`src/rtl/bldc_commutator.sv`:
```
// Six-step BLDC commutator: hall-driven gate patterns with PWM high side, dead-time and fault latch.
// Optional hall debounce filter enabled by defining HALL_FILTER_EN.
module bldc_commutator #(
  parameter int unsigned PWM_W      = 8,
  parameter int unsigned DEADTIME   = 4,
  parameter int unsigned PERIOD_W   = 16,
  parameter int unsigned FILTER_LEN = 3
) (
  input  logic                clk,
  input  logic                rst,
  input  logic                en,
  input  logic                dir,
  input  logic [PWM_W-1:0]    duty,
  input  logic [2:0]          hall,
  output logic [1:0]          pha,
  output logic [1:0]          phb,
  output logic [1:0]          phc,
  output logic                fault,
  output logic [PERIOD_W-1:0] hall_period,
  output logic                period_valid
);

  localparam int unsigned DT_W = 8;
  localparam logic [1:0] PH_A = 2'd0, PH_B = 2'd1, PH_C = 2'd2, PH_NONE = 2'd3;

  if (DEADTIME < 1 || DEADTIME > 255 || FILTER_LEN < 1) begin : g_bad_param
    $error("bldc_commutator: DEADTIME must be 1..255 and FILTER_LEN >= 1");
  end

  // Table position of a hall code; 7 marks the illegal codes 000/111
  function automatic logic [2:0] hall_idx(input logic [2:0] h);
    case (h)
      3'b001:  return 3'd0;
      3'b011:  return 3'd1;
      3'b010:  return 3'd2;
      3'b110:  return 3'd3;
      3'b100:  return 3'd4;
      3'b101:  return 3'd5;
      default: return 3'd7;
    endcase
  endfunction

  function automatic logic [2:0] idx_next(input logic [2:0] i);
    return (i == 3'd5) ? 3'd0 : i + 3'd1;
  endfunction

  // Returns {high_phase, low_phase}; reverse swaps the roles
  function automatic logic [3:0] pattern(input logic [2:0] i, input logic rev);
    logic [1:0] hi, lo;
    case (i)
      3'd0:    begin hi = PH_A; lo = PH_B; end
      3'd1:    begin hi = PH_A; lo = PH_C; end
      3'd2:    begin hi = PH_B; lo = PH_C; end
      3'd3:    begin hi = PH_B; lo = PH_A; end
      3'd4:    begin hi = PH_C; lo = PH_A; end
      3'd5:    begin hi = PH_C; lo = PH_B; end
      default: begin hi = PH_NONE; lo = PH_NONE; end
    endcase
    return rev ? {lo, hi} : {hi, lo};
  endfunction

  function automatic logic [1:0] gate(input logic [1:0] ph, input logic [1:0] hi,
                                      input logic [1:0] lo, input logic on);
    if (ph == hi)      return {on, 1'b0};
    else if (ph == lo) return 2'b01;
    else               return 2'b00;
  endfunction

  logic [2:0]          sync1_q, sync2_q, hall_acc_c;
  logic [2:0]          hall_last_q, hall_last_d;
  logic                en_q, en_d, dir_q, dir_d, first_q, first_d;
  logic                fault_q, fault_d, pv_q, pv_d;
  logic [DT_W-1:0]     dt_q, dt_d;
  logic [PWM_W-1:0]    pwm_cnt_q, pwm_cnt_d, duty_q, duty_d;
  logic [PERIOD_W-1:0] per_cnt_q, per_cnt_d, hall_period_q, hall_period_d;
  logic [1:0]          pha_q, pha_d, phb_q, phb_d, phc_q, phc_d;

  always_ff @(posedge clk or posedge rst) begin
    if (rst) begin
      sync1_q <= '0;
      sync2_q <= '0;
    end else begin
      sync1_q <= hall;
      sync2_q <= sync1_q;
    end
  end

`ifdef HALL_FILTER_EN
  localparam int unsigned FLT_W = $clog2(FILTER_LEN + 1);
  logic [2:0]       flt_val_q;
  logic [FLT_W-1:0] flt_cnt_q;

  // A value is released only once it has been seen FILTER_LEN cycles in a row
  always_ff @(posedge clk or posedge rst) begin
    if (rst) begin
      flt_val_q <= '0;
      flt_cnt_q <= '0;
    end else if (sync2_q != flt_val_q) begin
      flt_val_q <= sync2_q;
      flt_cnt_q <= FLT_W'(1);
    end else if (flt_cnt_q != FLT_W'(FILTER_LEN)) begin
      flt_cnt_q <= flt_cnt_q + FLT_W'(1);
    end
  end

  assign hall_acc_c = (flt_cnt_q == FLT_W'(FILTER_LEN)) ? flt_val_q : hall_last_q;
`else
  assign hall_acc_c = sync2_q;
`endif

  logic       rise_c, chg_c, new_ok_c, last_ok_c, adj_c, bad_c, acc_c, pwm_on_c;
  logic [2:0] new_idx_c, last_idx_c;
  logic [3:0] pat_c;

  always_comb begin
    hall_last_d   = hall_acc_c;
    en_d          = en;
    dir_d         = dir;
    first_d       = first_q;
    fault_d       = 1'b0;
    pv_d          = 1'b0;
    dt_d          = '0;
    pwm_cnt_d     = pwm_cnt_q + PWM_W'(1);
    duty_d        = (pwm_cnt_q == '1) ? duty : duty_q;
    per_cnt_d     = (per_cnt_q == '1) ? per_cnt_q : per_cnt_q + PERIOD_W'(1);
    hall_period_d = hall_period_q;
    pha_d         = 2'b00;
    phb_d         = 2'b00;
    phc_d         = 2'b00;

    rise_c     = en & ~en_q;
    new_idx_c  = hall_idx(hall_acc_c);
    last_idx_c = hall_idx(hall_last_q);
    new_ok_c   = (new_idx_c != 3'd7);
    last_ok_c  = (last_idx_c != 3'd7);
    adj_c      = (idx_next(new_idx_c) == last_idx_c) || (idx_next(last_idx_c) == new_idx_c);
    chg_c      = (hall_acc_c != hall_last_q);
    bad_c      = chg_c && (!new_ok_c || (last_ok_c && !adj_c));
    acc_c      = chg_c && !bad_c;
    pwm_on_c   = (pwm_cnt_q < duty_q);

    if (en) begin
      fault_d = fault_q | bad_c;
      if (acc_c || rise_c || (dir != dir_q)) dt_d = DT_W'(DEADTIME);
      else if (dt_q != '0)                   dt_d = dt_q - DT_W'(1);
    end

    // Period is only meaningful between two legal, adjacent positions
    if (acc_c) begin
      per_cnt_d     = PERIOD_W'(1);
      hall_period_d = per_cnt_q;
      pv_d          = en && !first_q && !rise_c && !fault_q && last_ok_c;
      first_d       = 1'b0;
    end
    if (rise_c) first_d = 1'b1;

    pat_c = pattern(hall_idx(hall_last_d), dir);
    if (en && !fault_d && (dt_d == '0)) begin
      pha_d = gate(PH_A, pat_c[3:2], pat_c[1:0], pwm_on_c);
      phb_d = gate(PH_B, pat_c[3:2], pat_c[1:0], pwm_on_c);
      phc_d = gate(PH_C, pat_c[3:2], pat_c[1:0], pwm_on_c);
    end
  end

  always_ff @(posedge clk or posedge rst) begin
    if (rst) begin
      hall_last_q   <= '0;
      en_q          <= 1'b0;
      dir_q         <= 1'b0;
      first_q       <= 1'b1;
      fault_q       <= 1'b0;
      pv_q          <= 1'b0;
      dt_q          <= '0;
      pwm_cnt_q     <= '0;
      duty_q        <= '0;
      per_cnt_q     <= '0;
      hall_period_q <= '0;
      pha_q         <= 2'b00;
      phb_q         <= 2'b00;
      phc_q         <= 2'b00;
    end else begin
      hall_last_q   <= hall_last_d;
      en_q          <= en_d;
      dir_q         <= dir_d;
      first_q       <= first_d;
      fault_q       <= fault_d;
      pv_q          <= pv_d;
      dt_q          <= dt_d;
      pwm_cnt_q     <= pwm_cnt_d;
      duty_q        <= duty_d;
      per_cnt_q     <= per_cnt_d;
      hall_period_q <= hall_period_d;
      pha_q         <= pha_d;
      phb_q         <= phb_d;
      phc_q         <= phc_d;
    end
  end

  assign pha          = pha_q;
  assign phb          = phb_q;
  assign phc          = phc_q;
  assign fault        = fault_q;
  assign hall_period  = hall_period_q;
  assign period_valid = pv_q;

endmodule

```
`config.mk`:
```
export PLATFORM = sky130hd
export DESIGN_NAME = bldc_commutator
export DESIGN_NICKNAME = d
export VERILOG_FILES = /design/src/rtl/bldc_commutator.sv
export SDC_FILE = /design/constraint.sdc
export NUM_CORES = 1
export LEC_CHECK = 0
export CAP_MARGIN = 20
export CORE_MARGIN = 1.5
export CORE_UTILIZATION = 50
export CTS_CLUSTER_SIZE = 30
export DETAILED_ROUTE_END_ITERATION = 8
export PLACE_DENSITY = 0.72
export SLEW_MARGIN = 5
export SYNTH_ARGS = -nofsm -noshare
export SYNTH_HDL_FRONTEND = slang
export SYNTH_SLANG_ARGS = --single-unit
export TNS_END_PERCENT = 100
```
`constraint.sdc`:
```
create_clock -name clk -period 3.25 [get_ports clk]
set_input_delay 0.65 -clock clk [delete_from_list [all_inputs] [get_ports clk]]
set_output_delay 0.65 -clock clk [all_outputs]
set_load 0.02 [all_outputs]
```
==> implementation parameters <==
Parameter                              Value

Synthesis
  Leading cell type by number of instances after synthesis    dfrtp_1
  XOR/XNOR share of the synthesized area    0.0714
  Area fraction in and, or, nand and nor cells after synthesis    0.175
  Largest cells by area after synthesis    dfrtp_1 51%, ha_1 4.4%, mux2_1 4.3%
  Async set or reset register ratio after synthesis    1.00
  Avg Synthesized Cell Area    between 10 and 15 um2
  Number of distinct library cells after synthesis    45
  Primary flip-flop cell chosen by synthesis mapping    dfrtp_1
  Count of mapped cells out of synthesis    340
  Area fraction of the dominant cell type after synthesis    0.510
  Post-synthesis adder-cell area fraction    0.0442
  Synth Area in Compound Gates    0.0932
  Cell taking the most area after synthesis    dfrtp_1
  Net Count, Synth    ~370
  Leading cell types by count after synthesis    75 x dfrtp_1, 30 x nor2_1, 24 x nand2_1
  Syn. warnings    0
  Main combinational cell family by area after synthesis    simple AND/OR/NAND/NOR gates
  Cell area after technology mapping    3680 um2
  Number of enable flip-flop cells after synthesis    0
  Mux share of post-synthesis cell area    0.0602
  Part of the Yosys area used for sequential elements    0.517
  Flip-flop and latch count after synthesis    76

STA
  Max Clock Freq    between 0.3 and 0.4 GHz
  Total count of hold-check failures in the final report    0
  Max transition margin    0.590
  Portion of the clock cycle consumed by the worst path in the final layout    0.918
  Final setup violation count    0
  Number of pins with negative max-slew slack in the final report    0
  Worst-case setup margin in the final layout    approximately 0.26 ns
  Setup repair after global routing missed its margin    no
  Worst Skew    between 0.01 and 0.015 ns
  Fin Setup TNS    0 ns
  Min Clock Period, post-route    roughly 3 ns
  Worst hold margin    roughly 0.36 ns
  Slew at the pin closest to its max-slew limit    about 0.60 ns

Critical path
  Startpoint Class    flop
  Arrival @ worst endpoint    about 3.2 ns
  Count of buffer and inverter cells on the critical path    1
  Worst-path cell with the longest stage delay    dfrtp_1
  Largest delay contributor family on the critical path    compound AO/OA/AOI/OAI gates
  Cells traversed along the worst timing path    nor2_1, or2_2, ha_1, a211oi_1, o22ai_2, a2111oi_4, or2_1, buf_12, mux2_2
  Instance count on the critical path    9
  Worst-path maximum fanout    41
  Critical path data required time    about 3.5 ns
  Cell count of the worst reg-to-reg path    9
  Stage delay of the slowest cell on the critical path    slightly below 0.6 ns
  Setup CP Type    reg2reg
  Endpoint class of the critical path    flop

Drt
  TritonRoute pass-1 iters    5
  Vias post-DR    2536
  Sum of routed wire length over all layers    around 6500 um
  Vias per cell    5.21
  Detailed-route DRC error count    0
  Violation count after the first detailed-route iteration    205
  Routed wire per std cell    ~13 um
  Remaining number of nets flagged by the antenna check after routing    0

Finish
  Synthesis-to-finish area growth    20.2%
  Number of inserted filler cells in the final layout    approximately 570
  Utilization after layout    0.616
  Number of nets in the final layout    roughly 410
  Diode count    0
  Area of all placed cells without fillers    4420 um2
  Share of cells above drive strength 1    0.0876

CTS
  Quantity of gates resized following cts    0
  Maximum root-to-sink buffer count    2
  Number of buffers created by CTS    9
  Cts hold-fix bufs    0
  Clock Tree Root    clkbuf_8
  Post-CTS setup buffer count    0
  Clock transition at path regs    ~0.080 ns
  TritonCTS sink count    between 70 and 80
  Clock latency at the later pin of the worst-skew pair    about 0.35 ns
  Maximum level of the CTS H-tree    3
  Clock tree from TritonCTS    done

Pwr
  Combinational fraction of design power    0.184
  Proportion of total power due to net switching    0.264
  Leakage    between 2 and 2.5 nW
  Proportion of power drawn by flip-flops and latches    0.450
  Switching Power    0.638 mW
  Peak supply drop    about 380 uV
  Internal    around 1.8 mW
  Clock network power share    0.366
  Power density over the cells    ~550 nW/um2

Placement
  Half-perimeter wire length of the detailed placement result    4590 um
  Final weighted congestion of routability-driven global placement    approximately 0.8
  Area of placed instances    between 4000 and 5000 um2
  Post-placement setup slack    around 0.26 ns
  Port bufs    38

Floorplan
  Vert. Die Dim    approximately 90 um
  Area of the core    a little over 7000 um2
  Boundary pin count    39
  Die footprint    ~7900 um2
  Row Count    31
  Initial Utilization    0.513
  Die width    a little under 90 um

Status
  Run status    finished clean

Run
  Number of violations of the max-capacitance limit    0

GRT
  Largest net degree at the start of global routing    49
  First-pass GRT wire length    about 11000 um
  Number of global-route vias before repair    around 2300
  Total GRT Usage    0.179
  Total overflow reported by the global router    0
  Number of antenna violations at the first check in global routing    0

Hold path
  Worst hold path cell count    0
  Type of the tightest min-delay check    reg2reg
==> power by group through the flow <==
stage	sequential [mW]	combinational, mW	clock [mW]
floorplan	1.12	0.286	0
global placement	1.11	0.438	0
detailed placement	1.11	0.445	0
CTS	1.09	0.451	0.906
global route	1.10	0.495	0.946
finish	1.09	0.446	0.884
==> stage by stage <==
step	total power [mW]	cells
global placement	1.54	471
global route	2.54	487
finish	2.42	487
detailed placement	1.55	471
CTS	2.45	487
floorplan	1.41	340
==> path summary, 6_finish.rpt <==
kind	start	endpoint	slack, ns
max in group asynchronous	rst	first_q	1.84
worst max-delay path	hall_acc_c[1]	hall_period[12]	0.26
min in group asynchronous	rst	pwm_cnt_q[4]	0.69
worst max register to register	hall_acc_c[1]	hall_period[12]	0.26
worst min register to register	sync1_q[1]	hall_acc_c[1]	0.36
worst min-delay path	sync1_q[1]	hall_acc_c[1]	0.36
==> cell usage in the layout, fill, tap and decap left out, types with 12 or more instances in the layout <==
master and instances:
nand2_1 24, ha_1 13, nor2_1 30, xor2_1 18, o21ai_0 12, nor3_1 14
inv_1 15, clkdlybuf4s50_1 38, dfrtp_1 75, xnor2_1 12, mux2_1 14, nand3_1 17
==> registers in the layout, summed over array words and instances (netlist names), 3 cells and up <==
register,cells
dt_q,8
duty_q,8
hall_acc_c,3
hall_last_q,3
hall_period,16
per_cnt_q,16
pwm_cnt_q,8
sync1_q,3
==> cells by family (layout without fill, tap and decap cells) <==
kind of cell    count (synthesis)  in the layout
buf+inv                        28             76
flops                          76             76
simple gates                  127            127
compound gates                 46             46
fa+ha+maj                      13             13
mux                            20             20
xor+xnor                       30             30
==> metal layers <==
metal  up-vias  wire [um]  part of all wire  track usage
li1       1271          -                 -            -
met1      1216       3250              0.50        0.257
met2        42       2980              0.46        0.259
met3         7        231             0.035       0.0513
met4         0         83             0.013       0.0653
met5         -          0                 0            0
==> area by class of cell <==
cell class	instances	area [um2]	share of cell area
flip-flops and latches	76	1900	0.430
multi-input cells	236	1630	0.370
repair buffers	44	450	0.102
clock buffers	12	155	0.0351
well taps	99	124	0.0280
clock inverters	4	95.1	0.0215
inverters	16	60.1	0.0136
Note: power is estimated with default switching activity, not from simulation.
